### src/rtl/brew_timer_if.sv
// Handshake and display bundle between the brew controller and the brew countdown timer.
interface brew_timer_if;
  logic       start;
  logic       pause;
  logic       cancel;
  logic [3:0] duration;
  logic [3:0] remaining;
  logic       busy;
  logic       tick;
  logic       done;

  modport master (
    output start, pause, cancel, duration,
    input  remaining, busy, tick, done
  );

  modport slave (
    input  start, pause, cancel, duration,
    output remaining, busy, tick, done
  );
endinterface

### src/rtl/brew_timer.sv
// Brew countdown timer: loads a duration in seconds and counts it down once per
// TICK_DIV clocks, with pause and cancel, pulsing done on a natural finish.
module brew_timer #(
  parameter int TICK_DIV     = 50000000,
  parameter int MAX_DURATION = 15
) (
  input logic        clk,
  input logic        rst_n,
  brew_timer_if.slave bus
);

  localparam int              PW    = $clog2(TICK_DIV);
  localparam logic [PW-1:0]   LAST  = PW'(TICK_DIV - 1);
  localparam logic [PW-1:0]   ONE   = PW'(1);
  localparam logic [3:0]      MAX_D = 4'(MAX_DURATION);

  typedef enum logic [1:0] {IDLE, RUN, PAUSED} state_t;

  state_t        state, state_n;
  logic [PW-1:0] prescaler, prescaler_n;
  logic [3:0]    remaining, remaining_n;
  logic          busy, busy_n;
  logic          tick, tick_n;
  logic          done, done_n;
  logic [3:0]    load;

  assign load = (bus.duration > MAX_D) ? MAX_D : bus.duration;

  always_ff @(posedge clk or negedge rst_n) begin
    if (!rst_n) begin
      state     <= IDLE;
      prescaler <= '0;
      remaining <= '0;
      busy      <= 1'b0;
      tick      <= 1'b0;
      done      <= 1'b0;
    end else begin
      state     <= state_n;
      prescaler <= prescaler_n;
      remaining <= remaining_n;
      busy      <= busy_n;
      tick      <= tick_n;
      done      <= done_n;
    end
  end

  // Leaving PAUSED counts on the same edge, so a pause costs exactly its high cycles.
  always_comb begin
    state_n     = state;
    prescaler_n = prescaler;
    remaining_n = remaining;
    busy_n      = busy;
    tick_n      = 1'b0;
    done_n      = 1'b0;
    case (state)
      IDLE: begin
        if (bus.start) begin
          if (bus.duration != 4'd0) begin
            remaining_n = load;
            prescaler_n = '0;
            busy_n      = 1'b1;
            state_n     = RUN;
          end else begin
            done_n = 1'b1;
          end
        end
      end
      RUN, PAUSED: begin
        if (bus.cancel) begin
          remaining_n = '0;
          busy_n      = 1'b0;
          state_n     = IDLE;
        end else if (bus.pause) begin
          state_n = PAUSED;
        end else begin
          state_n = RUN;
          if (prescaler == LAST) begin
            prescaler_n = '0;
            if (remaining != 4'd0) begin
              remaining_n = remaining - 4'd1;
              tick_n      = 1'b1;
              if (remaining == 4'd1) begin
                done_n  = 1'b1;
                busy_n  = 1'b0;
                state_n = IDLE;
              end
            end
          end else begin
            prescaler_n = prescaler + ONE;
          end
        end
      end
      default: state_n = IDLE;
    endcase
  end

  assign bus.remaining = remaining;
  assign bus.busy      = busy;
  assign bus.tick      = tick;
  assign bus.done      = done;

endmodule

### src/flat_wrapper.sv
// flat-port wrapper written by rule: the top's interface ports become plain ports
module brew_timer_flat 
#(
  parameter int TICK_DIV     = 50000000,
  parameter int MAX_DURATION = 15
)
  (clk, rst_n, bus_start, bus_pause, bus_cancel, bus_duration, bus_remaining, bus_busy, bus_tick, bus_done);
  brew_timer_if bus_i ();
  input logic clk;
  input logic rst_n;
  input wire logic [$bits(bus_i.start)-1:0] bus_start;
  input wire logic [$bits(bus_i.pause)-1:0] bus_pause;
  input wire logic [$bits(bus_i.cancel)-1:0] bus_cancel;
  input wire logic [$bits(bus_i.duration)-1:0] bus_duration;
  output wire logic [$bits(bus_i.remaining)-1:0] bus_remaining;
  output wire logic [$bits(bus_i.busy)-1:0] bus_busy;
  output wire logic [$bits(bus_i.tick)-1:0] bus_tick;
  output wire logic [$bits(bus_i.done)-1:0] bus_done;
  assign bus_i.start = bus_start;
  assign bus_i.pause = bus_pause;
  assign bus_i.cancel = bus_cancel;
  assign bus_i.duration = bus_duration;
  assign bus_remaining = bus_i.remaining;
  assign bus_busy = bus_i.busy;
  assign bus_tick = bus_i.tick;
  assign bus_done = bus_i.done;
  brew_timer #(.TICK_DIV(TICK_DIV), .MAX_DURATION(MAX_DURATION)) u_core (.clk(clk), .rst_n(rst_n), .bus(bus_i));
endmodule
### config.mk
export PLATFORM = sky130hd
export DESIGN_NAME = brew_timer_flat
export DESIGN_NICKNAME = d
export VERILOG_FILES = /design/src/rtl/brew_timer_if.sv /design/src/rtl/brew_timer.sv /design/src/flat_wrapper.sv
export SDC_FILE = /design/constraint.sdc
export NUM_CORES = 1
export LEC_CHECK = 0
export ABC_AREA = 1
export CAP_MARGIN = 20
export CORE_AREA = 2 2 76 71
export CTS_CLUSTER_DIAMETER = 80
export DETAILED_ROUTE_END_ITERATION = 7
export DIE_AREA = 0 0 78 73
export MAX_ROUTING_LAYER = met4
export PLACE_DENSITY = 0.84
export SLEW_MARGIN = 0
export SYNTH_ARGS = -nofsm -noshare
export SYNTH_HDL_FRONTEND = slang
export SYNTH_SLANG_ARGS = --single-unit
export TNS_END_PERCENT = 10
### constraint.sdc
create_clock -name clk -period 1.8 [get_ports clk]
set_clock_uncertainty 0.15 [all_clocks]
set_input_delay 0.36 -clock clk [delete_from_list [all_inputs] [get_ports clk]]
set_output_delay 0.36 -clock clk [all_outputs]
set_load 0.02 [all_outputs]
==> results of run 1 <==
repair_timing:
action / in CTS / in global routing
setup buffers: 5 / 10
hold endpoints to repair: 35 / 0
hold buffers: 1 / 0
resized for setup: 9 / 30
cloned: 2 / 0
setup endpoints to repair: 34 / 31
pin swaps: 2 / 11
cells in the mapped netlist (3+ instances only):
master / n / share of area, %
nand2_1: 103 / 15
nor2_1: 61 / 9.0
inv_1: 37 / 5.5
dfrtp_1: 35 / 34
nand3_1: 27 / 5.3
nand4_1: 19 / 4.7
a21oi_1: 12 / 2.4
nor2_2: 10 / 2.5
nand2_2: 7 / 1.7
ha_1: 6 / 3.0
inv_2: 5 / 0.74
nor2_4: 5 / 2.2
o21ai_0: 5 / 0.98
o21ai_1: 5 / 0.98
nor3_1: 4 / 0.79
nand3_2: 3 / 1.2
stage by stage:
stage / TNS [ps] / cell area, um^2 / utilization, % / setup slack [ps]
2_1_floorplan: 0 / 2540 / - / 27.3
3_3_place_gp: -5330 / 2940 / 58.7 / -240
3_5_place_dp: -6880 / 2940 / 58.7 / -292
4_1_cts: -12.6 / 3140 / 62.8 / -5.14
5_1_grt: -1080 / 3300 / 65.9 / -91.1
6_report: -42.2 / 3300 / 65.9 / -27.6
state kept, by name, summed over array words and instances, names as in the netlist:
signal and cells:
u_core.bus.remaining 4, u_core.state 2, u_core.bus.done 1, u_core.bus.busy 1, u_core.bus.tick 1, u_core.prescaler 26
worst reg2reg max path: cells and delay by family, from the launching register on:
kind | cells | cell delay, ps
buf+inv | 5 | 550
flops | 1 | 370
simple gates | 4 | 370
fa+ha+maj | 1 | 300
placed cells by master, fill, tap and decap left out, drive strengths merged, types with 6 or more instances in the layout:
| master | netlist | final |
|---|---|---|
| a21oi | 12 | 12 |
| buf | 5 | 42 |
| clkbuf | 0 | 6 |
| clkdlybuf4s50 | 0 | 9 |
| dfrtp | 35 | 35 |
| ha | 6 | 6 |
| inv | 43 | 43 |
| nand2 | 112 | 112 |
| nand3 | 31 | 31 |
| nand4 | 20 | 20 |
| nor2 | 77 | 78 |
| o21ai | 11 | 11 |
power by group:
group	total, mW	internal, mW	switching [mW]
clock network	0.587	0.271	0.316
registers	1.00	0.893	0.109
logic	2.89	1.34	1.55
total	4.48	2.51	1.97
layer usage:
layer,global-route usage (%),share of wire [%],vias up
li1,-,-,1316
met1,31.2,39,1313
met2,43.7,50,130
met3,6.31,7.3,34
met4,12.3,3.2,0
met5,-,0,-
how the worst min path moves through the flow:
stage / startpoint / end / slack, ps / cells past startpoint
4_1_cts: u_core.bus.busy / u_core.bus.busy / 330 / 2
2_1_floorplan: rst_n / u_core.bus.busy / -90 / 0
3_5_place_dp: rst_n / u_core.prescaler[21] / 270 / 2
3_3_place_gp: rst_n / u_core.prescaler[23] / 260 / 2
5_1_grt: u_core.bus.busy / u_core.bus.busy / 370 / 2
6_report: u_core.bus.busy / u_core.bus.busy / 330 / 2
cell type report:
| cell class | instances | area [um^2] | area share [%] |
|---|---|---|---|
| multi-input combinational | 288 | 1550 | 46.9 |
| sequential | 35 | 878 | 26.6 |
| timing repair buffer | 58 | 529 | 16.0 |
| inverter | 45 | 176 | 5.35 |
| tap | 67 | 83.8 | 2.54 |
| clock buffer | 6 | 72.6 | 2.20 |
| clock inverter | 2 | 12.5 | 0.379 |
cells by family (layout without fill, tap and decap cells):
| kind of cell | Yosys count | after routing |
|---|---|---|
| flops | 35 | 35 |
| xor+xnor | 2 | 2 |
| compound gates | 29 | 29 |
| mux | 1 | 1 |
| fa+ha+maj | 6 | 6 |
| simple gates | 249 | 250 |
| buf+inv | 50 | 111 |
==> metrics.txt, run 1 <==
status=finished with violations; violations in the final reports=setup timing; worst hold slack=330 ps; initial antenna violation count=0; Detailed Routing Iterations Pass 1=5; post-synthesis xor/xnor area fraction=0.689%; Antenna diodes=0; R2R setup slack=-30 ps; routability cong.=0.956; Sink Count=35; critical path cell sequence=inv_2 > ha_4 > inv_4 > buf_4 > nor2_4 > buf_4 > nand2_4 > buf_4 > nand4_1 > nand2_1; Worst setup SP type=flop; final cell count without fillers=501; Setup Crit Path Kind=reg -> reg; YS warnings=0; Worst setup startpoint=u_core.state[0]; Final Setup Violations=3; Slew headroom=69.8%; grt total ovfl=0; flops & latches, synth=35; Distinct cells, synth=37; Synth Net Count=387; simple-gate share of the synthesized area=46.7%; Worst IR Drop VDD=0.988 mV; Port Buffer Count=15; Leak=1.53 nW; fmax=0.547 GHz; WP data required=1850 ps; Routed Wire Length=7.21 mm; Routed Antenna Nets=0; slowest library cell on the worst path=dfrtp_1; Synth async-reset ratio=100%; cell count after synthesis=372; Root Buffer=clkbuf_8; most used cell along the critical path=buf_4; Seq/Total Area, Yosys=34.4%; mux cell area share after synthesis=0.394%; FF-to-FF path depth=10; total power=4.48 mW; Synth Area in Adders=2.95%; maximum capacitance violations=0; Starting Density=50.8%; vias per inst=5.57; Compound-Gate Fraction of Synth Area=6.35%; max incr delay on CP=370 ps; Max clock buf depth=2; global-route wire length before repair=11.5 mm; Final Slew Violations=0; CP Max Fanout=7; core footprint=5000 um^2; H-tree lvl count=2; gr usage total=26.6%; min Tclk post-route=1830 ps; DIE WIDTH=78 um; filler instances=400; mean post-synth cell area=6.83 um^2; Critical Path End=u_core.bus.remaining[2]; reg2reg end=u_core.bus.remaining[2]; number of global-route vias before repair=2632; Final Cycle Share=102%; Worst-Margin Slew=453 ps; PD cells=1360 nW/um^2; via count=2793; main combinational cell family by area after synthesis=simple AND/OR/NAND/NOR gates; synthesis-to-layout area growth=29.8%; IO Count=16; number of placement rows=25; dominant synthesized flop cell=dfrtp_1; CP bufs+invs=5; Hold Crit Class=reg -> reg; fin nets=448; initial DRC count=237; Levels on crit path=10; Detailed Place HPWL=4.86 mm; Arr. time, crit path=1870 ps; clock-pin slew on the worst setup and hold paths=80 ps; die area=5690 um^2; Post-route DRC=0; cell family with most CP delay=buffers and inverters; Die Span Y=73 um; routed length per instance=14.4 um; Mapped Area=2540 um^2; Post-Place Cells=475; clk_lat worst skew=310 ps; TritonCTS clock tree=built; Fin. Hold Viols=0; number of synthesized flops with an enable pin=0; largest net degree at the start of global routing=36; layout cells sized above 1=25.8%; Worst setup EP type=flop; reg2reg start=u_core.state[0]; slack of the critical path=-27.6 ps; RSZ-0062 raised after global routing=true; total CTS buffers=5
(Power assumes the default switching activity.)
==> inputs of run 2 (changes only) <==
--- a/config.mk
+++ b/config.mk
@@ -12,7 +12,7 @@
 export DETAILED_ROUTE_END_ITERATION = 7
 export DIE_AREA = 0 0 78 73
 export MAX_ROUTING_LAYER = met4
-export PLACE_DENSITY = 0.84
+export PLACE_DENSITY_LB_ADDON = 0.05
 export SLEW_MARGIN = 0
 export SYNTH_ARGS = -nofsm -noshare
 export SYNTH_HDL_FRONTEND = slang
==> run 2 against run 1 <==
Net effect: the run now ends clean; critical path depth is 1 lower; fmax grew 2.4%; sequential power hardly changed; worst hold slack better by 0.82 ps; clock power rose by 22%; core utilization is 0.48 points lower; die area unchanged; global-route usage down 0.98 points; first-iteration DRC count down 32%; sequential cell count stayed put; via count shrank 8.8%; critical path type is now in -> reg; highest routed layer unchanged.
==> metrics.txt, run 2 (synthesized netlist as in run 1, its figures left out) <==
status=complete, no violations; Final Cycle Share=99.2%; Worst-Margin Slew=458 ps; vias per inst=5.18; Slew headroom=69.4%; biggest regs=u_core.prescaler: 26 flops, u_core.bus.remaining: 4 flops, u_core.state: 2 flops; clk_lat worst skew=290 ps; Final Slew Violations=0; Setup Crit Path Kind=in -> reg; fmax=0.560 GHz; Design Area, Final=3280 um^2; Die Span Y=73 um; core footprint=5000 um^2; number of global-route vias before repair=2410; Final Setup Violations=0; TritonCTS clock tree=built; grt total ovfl=0; Fin. Hold Viols=0; H-tree lvl count=2; synthesis-to-layout area growth=28.8%; fin nets=439; Hold Crit Class=reg -> reg; min Tclk post-route=1790 ps; largest net degree at the start of global routing=19; RSZ-0062 raised after global routing=true; WP data required=1840 ps; Routed Antenna Nets=0; total power=4.46 mW; Worst setup EP type=flop; slowest library cell on the worst path=clkdlybuf4s50_1; max incr delay on CP=440 ps; Worst setup SP type=input port; total CTS buffers=5; PD cells=1360 nW/um^2; Arr. time, crit path=1820 ps; number of flip-flops in the largest register=26; CP Max Fanout=5; commonest cells after routing, fill and taps aside=nand2_1 (99), nor2_1 (57), inv_1 (34); DIE WIDTH=78 um; Port Buffer Count=15; Max clock buf depth=2; Setup TNS=0 ps; clock-pin slew on the worst setup and hold paths=80 ps; layout cells sized above 1=24.7%; number of placement rows=25; via count=2548; Worst IR Drop VDD=1.05 mV; Root Buffer=clkbuf_8; die area=5690 um^2; Antenna diodes=0; commonest non-fill, non-tap cell in the layout=nand2_1; initial antenna violation count=0; Starting Density=50.8%; routed length per instance=13.5 um; initial DRC count=162; global-route wire length before repair=11.2 mm; routability cong.=0.843; placed inst area=3000 um^2; Routed Wire Length=6.64 mm; Detailed Place HPWL=5.00 mm; slack of the critical path=14.7 ps; Detailed Routing Iterations Pass 1=4; final core occ=65.5%; Sink Count=35; maximum capacitance violations=0; critical path cell sequence=clkdlybuf4s50_1 > nor2_2 > nand4_1 > nand3_4 > nor2_8 > buf_4 > buf_16 > a21oi_1 > nor2_1; largest register by flop count=u_core.prescaler; Leak=1.49 nW; Post-route DRC=0; IO Count=16; gr usage total=25.6%; pre-CTS setup slack=-267 ps
-- run 2: final timing paths --
| check | startpoint | to | slack [ps] | depth (start not counted) |
|---|---|---|---|---|
| min in group asynchronous | rst_n | u_core.prescaler[23] | 390 | 2 |
| max in group asynchronous | rst_n | u_core.prescaler[5] | 650 | 3 |
| hold / removal | u_core.bus.busy | u_core.bus.busy | 330 | 2 |
| setup reg to reg | u_core.state[0] | u_core.prescaler[22] | 20 | 10 |
| setup / recovery | bus_duration[0] | u_core.prescaler[2] | 10 | 9 |
| hold reg to reg | u_core.bus.busy | u_core.bus.busy | 330 | 2 |
-- run 2: final cells by class --
type	instances	area, um^2
timing repair buffer	50	488
sequential	35	878
multi-input combinational	287	1530
tap	67	83.8
clock inverter	3	43.8
inverter	45	179
clock buffer	5	68.8
fill	447	1730
-- run 2: per-layer routing --
layer / up-vias / wire (um) / global-route usage (%)
met5: - / 0 / -
met4: 0 / 70 / 6.24
met3: 6 / 232 / 3.71
met2: 44 / 3270 / 43.3
met1: 1200 / 3060 / 32.8
li1: 1298 / - / -
-- run 2: timing repair --
item	in CTS	in global routing
setup endpoints to repair	27	30
gates resized for setup	11	22
gates cloned	1	0
buffers inserted	4	0
hold buffers	1	0
pin swaps	5	2
hold endpoints to repair	17	0
-- run 2: metrics by stage --
stage	std cells	hold WS, ps
finish	492	331
global route	492	353
detailed placement	478	180
floorplan	372	-85.6
CTS	492	340
global placement	478	177
-- run 2: worst max-delay path, delay by kind of cell --
kind | cells | cell delay (ps)
AOI/OAI and AO/OA | 1 | 110
and+or+nand+nor | 5 | 640
buffers and inverters | 3 | 720
-- run 2: power breakdown --
part           switching [mW]  total [mW]  internal [mW]
clock                   0.305       0.717          0.412
sequential              0.102       0.993          0.891
combinational            1.49        2.75           1.25
total                    1.90        4.46           2.56
